`src/rtl/sbus_pkg.sv`:
```
// Shared definitions for the SB_SPI bus arbiter: register map, FSM encoding
// and the order in which the SPI hard block is configured after reset.
package sbus_pkg;

  localparam logic [7:0] SPICR0  = 8'h08;
  localparam logic [7:0] SPICR1  = 8'h09;
  localparam logic [7:0] SPICR2  = 8'h0A;
  localparam logic [7:0] SPIBR   = 8'h0B;
  localparam logic [7:0] SPISR   = 8'h0C;
  localparam logic [7:0] SPITXDR = 8'h0D;
  localparam logic [7:0] SPIRXDR = 8'h0E;
  localparam logic [7:0] SPICSR  = 8'h0F;

  localparam logic [2:0] INIT_LAST = 3'd4;

  typedef enum logic [1:0] {
    ST_INIT = 2'd0,
    ST_IDLE = 2'd1,
    ST_BUS  = 2'd2,
    ST_GAP  = 2'd3
  } state_t;

  // Register address for each step of the configuration sequence
  function automatic logic [7:0] init_addr(input logic [2:0] idx);
    case (idx)
      3'd0:    init_addr = SPICR0;
      3'd1:    init_addr = SPICR1;
      3'd2:    init_addr = SPICR2;
      3'd3:    init_addr = SPIBR;
      default: init_addr = SPICSR;
    endcase
  endfunction

endpackage

```
`src/rtl/rr_arbiter3.sv`:
```
// Three-way round-robin arbiter: combinational one-hot grant, registered
// priority pointer that moves past the winner when the grant is taken.
module rr_arbiter3 (
  input  logic       i_clk,
  input  logic       i_rst_n,
  input  logic [2:0] i_req,
  input  logic       i_update,
  output logic [2:0] o_grant
);

  logic [1:0] ptr;
  logic [1:0] gidx;
  logic [2:0] k;
  logic       found;

  // Scan requesters starting at the pointer, first hit wins
  always_comb begin
    o_grant = '0;
    gidx    = ptr;
    found   = 1'b0;
    k       = '0;
    for (int i = 0; i < 3; i++) begin
      k = {1'b0, ptr} + 3'(i);
      if (k > 3'd2) k = k - 3'd3;
      if (!found && i_req[k[1:0]]) begin
        o_grant[k[1:0]] = 1'b1;
        gidx            = k[1:0];
        found           = 1'b1;
      end
    end
  end

  // Priority moves to the requester after the one just granted
  always_ff @(posedge i_clk or negedge i_rst_n) begin
    if (!i_rst_n) begin
      ptr <= 2'd0;
    end else if (i_update && found) begin
      ptr <= (gidx == 2'd2) ? 2'd0 : gidx + 2'd1;
    end
  end

endmodule

```
`src/rtl/sbus_arbiter.sv`:
```
// SB_SPI system-bus arbiter: configures the SPI block after reset, then
// shares the bus among three requesters with round-robin priority, a
// one-cycle gap between transactions and a timeout on missing acks.
module sbus_arbiter
  import sbus_pkg::*;
#(
  parameter logic [7:0] CR0_VAL = 8'h00,
  parameter logic [7:0] CR1_VAL = 8'h80,
  parameter logic [7:0] CR2_VAL = 8'h01,
  parameter logic [7:0] BR_VAL  = 8'h00,
  parameter logic [7:0] CSR_VAL = 8'h00,
  parameter int         TIMEOUT = 16
) (
  input  logic        i_clk,
  input  logic        i_rst_n,
  input  logic [2:0]  i_req,
  input  logic [2:0]  i_req_rw,
  input  logic [23:0] i_req_addr,
  input  logic [23:0] i_req_wdata,
  output logic [2:0]  o_req_ack,
  output logic [2:0]  o_req_err,
  output logic [7:0]  o_rdata,
  output logic        o_init_done,
  output logic        o_sb_stb,
  output logic        o_sb_rw,
  output logic [7:0]  o_sb_addr,
  output logic [7:0]  o_sb_wdata,
  input  logic [7:0]  i_sb_rdata,
  input  logic        i_sb_ack
);

  // Last strobe cycle the counter allows before the transfer is abandoned
  localparam logic [7:0] TO_LAST = 8'(TIMEOUT - 1);

  state_t     state, state_nxt;
  logic [2:0] idx, idx_nxt;
  logic [7:0] cnt, cnt_nxt;
  logic [2:0] owner, owner_nxt;
  logic       stb_nxt, rw_nxt, done_nxt, rr_update;
  logic [7:0] addr_nxt, wdata_nxt, rdata_nxt;
  logic [2:0] ack_nxt, err_nxt, grant;
  logic       sel_rw;
  logic [7:0] sel_addr, sel_wdata;

  function automatic logic [7:0] init_data(input logic [2:0] i);
    case (i)
      3'd0:    init_data = CR0_VAL;
      3'd1:    init_data = CR1_VAL;
      3'd2:    init_data = CR2_VAL;
      3'd3:    init_data = BR_VAL;
      default: init_data = CSR_VAL;
    endcase
  endfunction

  rr_arbiter3 u_rr (
    .i_clk    (i_clk),
    .i_rst_n  (i_rst_n),
    .i_req    (i_req),
    .i_update (rr_update),
    .o_grant  (grant)
  );

  // Pick the winning requester's transaction fields
  always_comb begin
    sel_rw    = 1'b0;
    sel_addr  = '0;
    sel_wdata = '0;
    for (int k = 0; k < 3; k++) begin
      if (grant[k]) begin
        sel_rw    = i_req_rw[k];
        sel_addr  = i_req_addr[8*k +: 8];
        sel_wdata = i_req_wdata[8*k +: 8];
      end
    end
  end

  // Next-state and next-output decode; ack/err/rdata are single-cycle pulses
  always_comb begin
    state_nxt = state;
    idx_nxt   = idx;
    cnt_nxt   = cnt;
    owner_nxt = owner;
    stb_nxt   = o_sb_stb;
    rw_nxt    = o_sb_rw;
    addr_nxt  = o_sb_addr;
    wdata_nxt = o_sb_wdata;
    done_nxt  = o_init_done;
    ack_nxt   = '0;
    err_nxt   = '0;
    rdata_nxt = '0;
    rr_update = 1'b0;
    case (state)
      ST_INIT: begin
        if (!o_sb_stb) begin
          stb_nxt   = 1'b1;
          rw_nxt    = 1'b1;
          addr_nxt  = init_addr(idx);
          wdata_nxt = init_data(idx);
          cnt_nxt   = '0;
        end else if (i_sb_ack) begin
          stb_nxt   = 1'b0;
          state_nxt = ST_GAP;
          if (idx == INIT_LAST) done_nxt = 1'b1;
          else                  idx_nxt  = idx + 3'd1;
        end else if (cnt == TO_LAST) begin
          // Retry the same register after the gap, silently
          stb_nxt   = 1'b0;
          state_nxt = ST_GAP;
        end else begin
          cnt_nxt = cnt + 8'd1;
        end
      end
      ST_IDLE: begin
        if (|i_req) begin
          rr_update = 1'b1;
          owner_nxt = grant;
          stb_nxt   = 1'b1;
          rw_nxt    = sel_rw;
          addr_nxt  = sel_addr;
          wdata_nxt = sel_wdata;
          cnt_nxt   = '0;
          state_nxt = ST_BUS;
        end
      end
      ST_BUS: begin
        if (i_sb_ack) begin
          stb_nxt   = 1'b0;
          ack_nxt   = owner;
          rdata_nxt = o_sb_rw ? 8'h00 : i_sb_rdata;
          state_nxt = ST_GAP;
        end else if (cnt == TO_LAST) begin
          stb_nxt   = 1'b0;
          ack_nxt   = owner;
          err_nxt   = owner;
          state_nxt = ST_GAP;
        end else begin
          cnt_nxt = cnt + 8'd1;
        end
      end
      default: begin
        state_nxt = o_init_done ? ST_IDLE : ST_INIT;
      end
    endcase
  end

  // State and output registers
  always_ff @(posedge i_clk or negedge i_rst_n) begin
    if (!i_rst_n) begin
      state       <= ST_INIT;
      idx         <= '0;
      cnt         <= '0;
      owner       <= '0;
      o_sb_stb    <= 1'b0;
      o_sb_rw     <= 1'b0;
      o_sb_addr   <= '0;
      o_sb_wdata  <= '0;
      o_req_ack   <= '0;
      o_req_err   <= '0;
      o_rdata     <= '0;
      o_init_done <= 1'b0;
    end else begin
      state       <= state_nxt;
      idx         <= idx_nxt;
      cnt         <= cnt_nxt;
      owner       <= owner_nxt;
      o_sb_stb    <= stb_nxt;
      o_sb_rw     <= rw_nxt;
      o_sb_addr   <= addr_nxt;
      o_sb_wdata  <= wdata_nxt;
      o_req_ack   <= ack_nxt;
      o_req_err   <= err_nxt;
      o_rdata     <= rdata_nxt;
      o_init_done <= done_nxt;
    end
  end

endmodule

```
`config.mk`:
```
export PLATFORM = sky130hd
export DESIGN_NAME = sbus_arbiter
export DESIGN_NICKNAME = d
export VERILOG_FILES = /design/src/rtl/sbus_pkg.sv /design/src/rtl/rr_arbiter3.sv /design/src/rtl/sbus_arbiter.sv
export SDC_FILE = /design/constraint.sdc
export NUM_CORES = 1
export LEC_CHECK = 0
export BUFFER_PORTS_ARGS = -buffer_cell sky130_fd_sc_hd__buf_2
export CORE_MARGIN = 8
export CORE_UTILIZATION = 57
export CTS_BUF_LIST = sky130_fd_sc_hd__clkbuf_4 sky130_fd_sc_hd__clkbuf_8
export DETAILED_ROUTE_END_ITERATION = 12
export GPL_TIMING_DRIVEN = 0
export PLACE_DENSITY = 0.89
export SLEW_MARGIN = 20
export SYNTH_ARGS = -nofsm -noshare
export SYNTH_HDL_FRONTEND = slang
export SYNTH_HIERARCHICAL = 1
export SYNTH_SLANG_ARGS = --single-unit
```
`constraint.sdc`:
```
create_clock -name i_clk -period 5.1 [get_ports i_clk]
set_input_delay 0.255 -clock i_clk [delete_from_list [all_inputs] [get_ports i_clk]]
set_output_delay 0.255 -clock i_clk [all_outputs]
set_load 0.02 [all_outputs]
```
==> run_results.csv <==
group,metric,value,unit
run_status,status,"complete, but fails checks",
run_status,violations,"hold timing",
logic_synthesis,synth_largest_area_cell,"dfrtp_1",
grt,antenna_found_initial,0,
timing,final_hold_viol_count,51,
die,ios,98,
logic_synthesis,syn_area,2963,um2
grt,grt_pass1_wl,12.62,mm
setup_path,crit_fanout,10,
timing,min_period,3.180,ns
clocking,clk_latency,0.31,ns
finish,register_area,1276,um2
setup_path,arrival,3.41,ns
pwr,powerDensity,594.8,nW/um2
finish,layout_common_cells,"buf_2, dfrtp_1, nand2_1, o21ai_0, nor2_1",
timing,tightest_slew,0.7203,ns
clocking,clock_path_buffers,2,
logic_synthesis,syn_inst,302,
hold_path,hold_class,"in -> async",
logic_synthesis,synth_nets,381,
pwr,p_int,1.136,mW
setup_path,worstSetupPathType,"reg -> reg",
timing,rsz0062_at_grt,"false",
place,placed_cells,469,
setup_path,reg2reg_depth,11,
clocking,cts_tree,"yes",
logic_synthesis,synth_top_area_share,43.07,%
finish,antenna_cells,0,
logic_synthesis,synthTopCellsByArea,"dfrtp_1, ha_1, o21ai_0",
route,wl_per_cell,16.88,um
grt,grt_pass1_vias,2735,
finish,multiInputGateArea,1559,um2
route,routed_wl,8.052,mm
setup_path,rr_startpoint,"u_rr/ptr[1]$_DFFE_PN0P_",
logic_synthesis,synthArstFlopShare,100.0,%
pwr,pwr-share-clk,11.2,%
die,dieArea,7761,um2
timing,setup_viol,0,
clocking,clk_pin_slew,0.09,ns
die,die_y,88.10,um
logic_synthesis,ys.flop_type,"dfrtp_1",
logic_synthesis,seq_area_frac_synth,43.07,%
setup_path,cpMaxStageDelayCell,"o21ai_0",
grt,grt_max_degree,52,
die,coreArea,5075,um2
die,start_util,58.38,%
die,die_w,88.10,um
timing,max_clock_freq,314.4,MHz
die,row_count,26,
run,cap_violations,0,
place,place_congestion,0.8783,
route,via_count,2829,
clocking,root_buffer,"clkbuf_8",
route,drc_errors,0,
finish,area_delta_synth_final,22.72,%
setup_path,cp.required,5.33,ns
pwr,p_switching,1.027,mW
clocking,cts_buffers,5,
finish,fin_nets,485,
logic_synthesis,synth_edf_count,0,
clocking,cts_setup_buffers,0,
logic_synthesis,yosysUniqueCellTypes,57,
setup_path,r2r_slack,1.92,ns
pwr,p_comb_share,59.7,%
clocking,cts_resized,0,
timing,tns,0,ns
setup_path,path_cells,"inv_1 > ha_1 > mux2i_1 > o21ai_2 > o21ai_0 > a32oi_1 > o21ai_0 > clkbuf_1 > a221o_1 > o211ai_1 > a31oi_1",
grt,globalRouteOverflowTotal,0,
place,post-dp-hpwl,6.184,mm
clocking,cts.sinks,51,
logic_synthesis,ys_seq_elements,51,
pwr,power_leakage,1.802,nW
logic_synthesis,ys.warnings.count,6,
finish,mostFrequentLayoutCell,"buf_2",
place,port_buffers,97,
grt,grt_use_total,20.47,%
setup_path,crit_path_start_kind,"register",
setup_path,cp_common_cell,"o21ai_0",
route,drtIter0Drc,274,
setup_path,cpPeakStageDelay,0.57,ns
finish,nFillCells,404,
logic_synthesis,syn_area_per_cell,9.811,um2
pwr,irDropWorstVdd,0.4300,mV
timing,relSlewSlack,51.57,%
finish,fin_cells,477,
finish,drive_above_1_share,31.94,%
clocking,h-tree-depth,2,
setup_path,r2r-end,"o_sb_wdata[0]$_DFFE_PN0P_",
setup_path,end_kind,"register",
timing,drv_slew,0,
route,avgViaCountPerCell,5.931,
timing,holdWs,-0.04378,ns
timing,clock-skew-final,0.01140,ns
clocking,postCtsHoldBufs,0,
route,dr.pass1.iters,6,
route,antenna_left,0,
timing,period_share,62.36,%
pwr,swShare,47.48,%
pwr,power.share.sequential,29.1,%
==> flip-flops by register name, summed over array words and instances, names as in the netlist <==
| register | cells |
|---|---|
| cnt | 8 |
| o_req_ack | 3 |
| o_sb_stb | 1 |
| o_sb_rw | 1 |
| owner | 3 |
| o_rdata | 8 |
| u_rr/ptr | 2 |
| o_sb_addr | 8 |
| idx | 3 |
| o_sb_wdata | 8 |
| o_init_done | 1 |
| o_req_err | 3 |
| state | 2 |
==> stage by stage <==
| step | power, mW | utilization (%) | hold slack, ns | instance area, um2 | setup slack (ns) |
|---|---|---|---|---|---|
| 5_1_grt | 2.329 | 71.65 | 0.001510 | 3636 | 1.470 |
| 2_1_floorplan | 1.554 | - | -0.04059 | 2963 | 2.513 |
| 3_5_place_dp | 1.903 | 69.67 | 0.4669 | 3536 | 1.986 |
| 3_3_place_gp | 1.856 | 69.67 | 0.4675 | 3536 | 2.039 |
| 4_1_cts | 2.152 | 71.60 | 0.1400 | 3633 | 1.992 |
| 6_report | 2.163 | 71.65 | -0.04378 | 3636 | 1.920 |
==> per-layer routing <==
metal  global-route usage, %  vias up  routed length (um)
met5                       0        -                   0
met4                   6.452        0                 138
met3                   4.690       21                 653
li1                        -     1317                   -
met2                   35.16      137                3993
met1                   24.69     1354                3267
==> Yosys cell counts (all sizes together) (5+ instances only) <==
cell type	n
dfrtp	51
o21ai	27
nand2	26
nor2	18
inv	15
ha	14
a22oi	13
a21oi	11
a22o	11
and2	10
clkbuf	9
and3	8
nand3b	6
buf	5
mux2i	5
nor4	5
o211ai	5
xnor2	5
==> power by group through the flow <==
stage | registers, mW | logic (mW) | clock network [mW]
4_1_cts | 0.627 | 1.28 | 0.247
2_1_floorplan | 0.704 | 0.851 | 0
3_3_place_gp | 0.625 | 1.23 | 0
6_report | 0.629 | 1.29 | 0.242
3_5_place_dp | 0.632 | 1.27 | 0
5_1_grt | 0.643 | 1.42 | 0.264
==> critical path, delay by kind of cell (launching register included) <==
kind	cells	cell delay, ns
compound gates	7	1.54
buf+inv	2	0.52
flops	1	0.44
mux	1	0.34
fa+ha+maj	1	0.28
==> kinds of logic after synthesis <==
kind of cell | after synthesis | synth area share [%]
XOR/XNOR | 5 | 1.478
buffers and inverters | 29 | 4.307
AO/OA/AOI/OAI | 100 | 24.83
flip-flops | 51 | 43.07
AND/OR/NAND/NOR | 94 | 17.19
multiplexers | 9 | 3.209
adder cells (fa/ha/maj) | 14 | 5.912
==> layout make-up <==
cell class	instances	area share [%]
plain buffers	14	1.961
clock buffers	5	1.893
clock inverters	3	0.7915
inverters	15	1.549
multi-input cells	222	42.88
flip-flops and latches	51	35.10
well taps	70	2.409
repair buffers	97	13.42
==> worst max-delay path by stage <==
stage,cells after the start,startpoint,to,slack (ns)
after CTS,12,u_rr/ptr[1]$_DFFE_PN0P_,o_sb_addr[3]$_DFFE_PN0P_,1.99
after global placement,12,u_rr/ptr[1]$_DFFE_PN0P_,o_sb_addr[5]$_DFFE_PN0P_,2.04
after floorplan,13,u_rr/ptr[0]$_DFFE_PN0P_,o_sb_addr[2]$_DFFE_PN0P_,2.51
after detailed placement,12,u_rr/ptr[1]$_DFFE_PN0P_,o_sb_addr[5]$_DFFE_PN0P_,1.99
final,11,u_rr/ptr[1]$_DFFE_PN0P_,o_sb_wdata[0]$_DFFE_PN0P_,1.92
after global routing,12,u_rr/ptr[1]$_DFFE_PN0P_,o_sb_addr[4]$_DFFE_PN0P_,1.47
(Power assumes the default switching activity.)
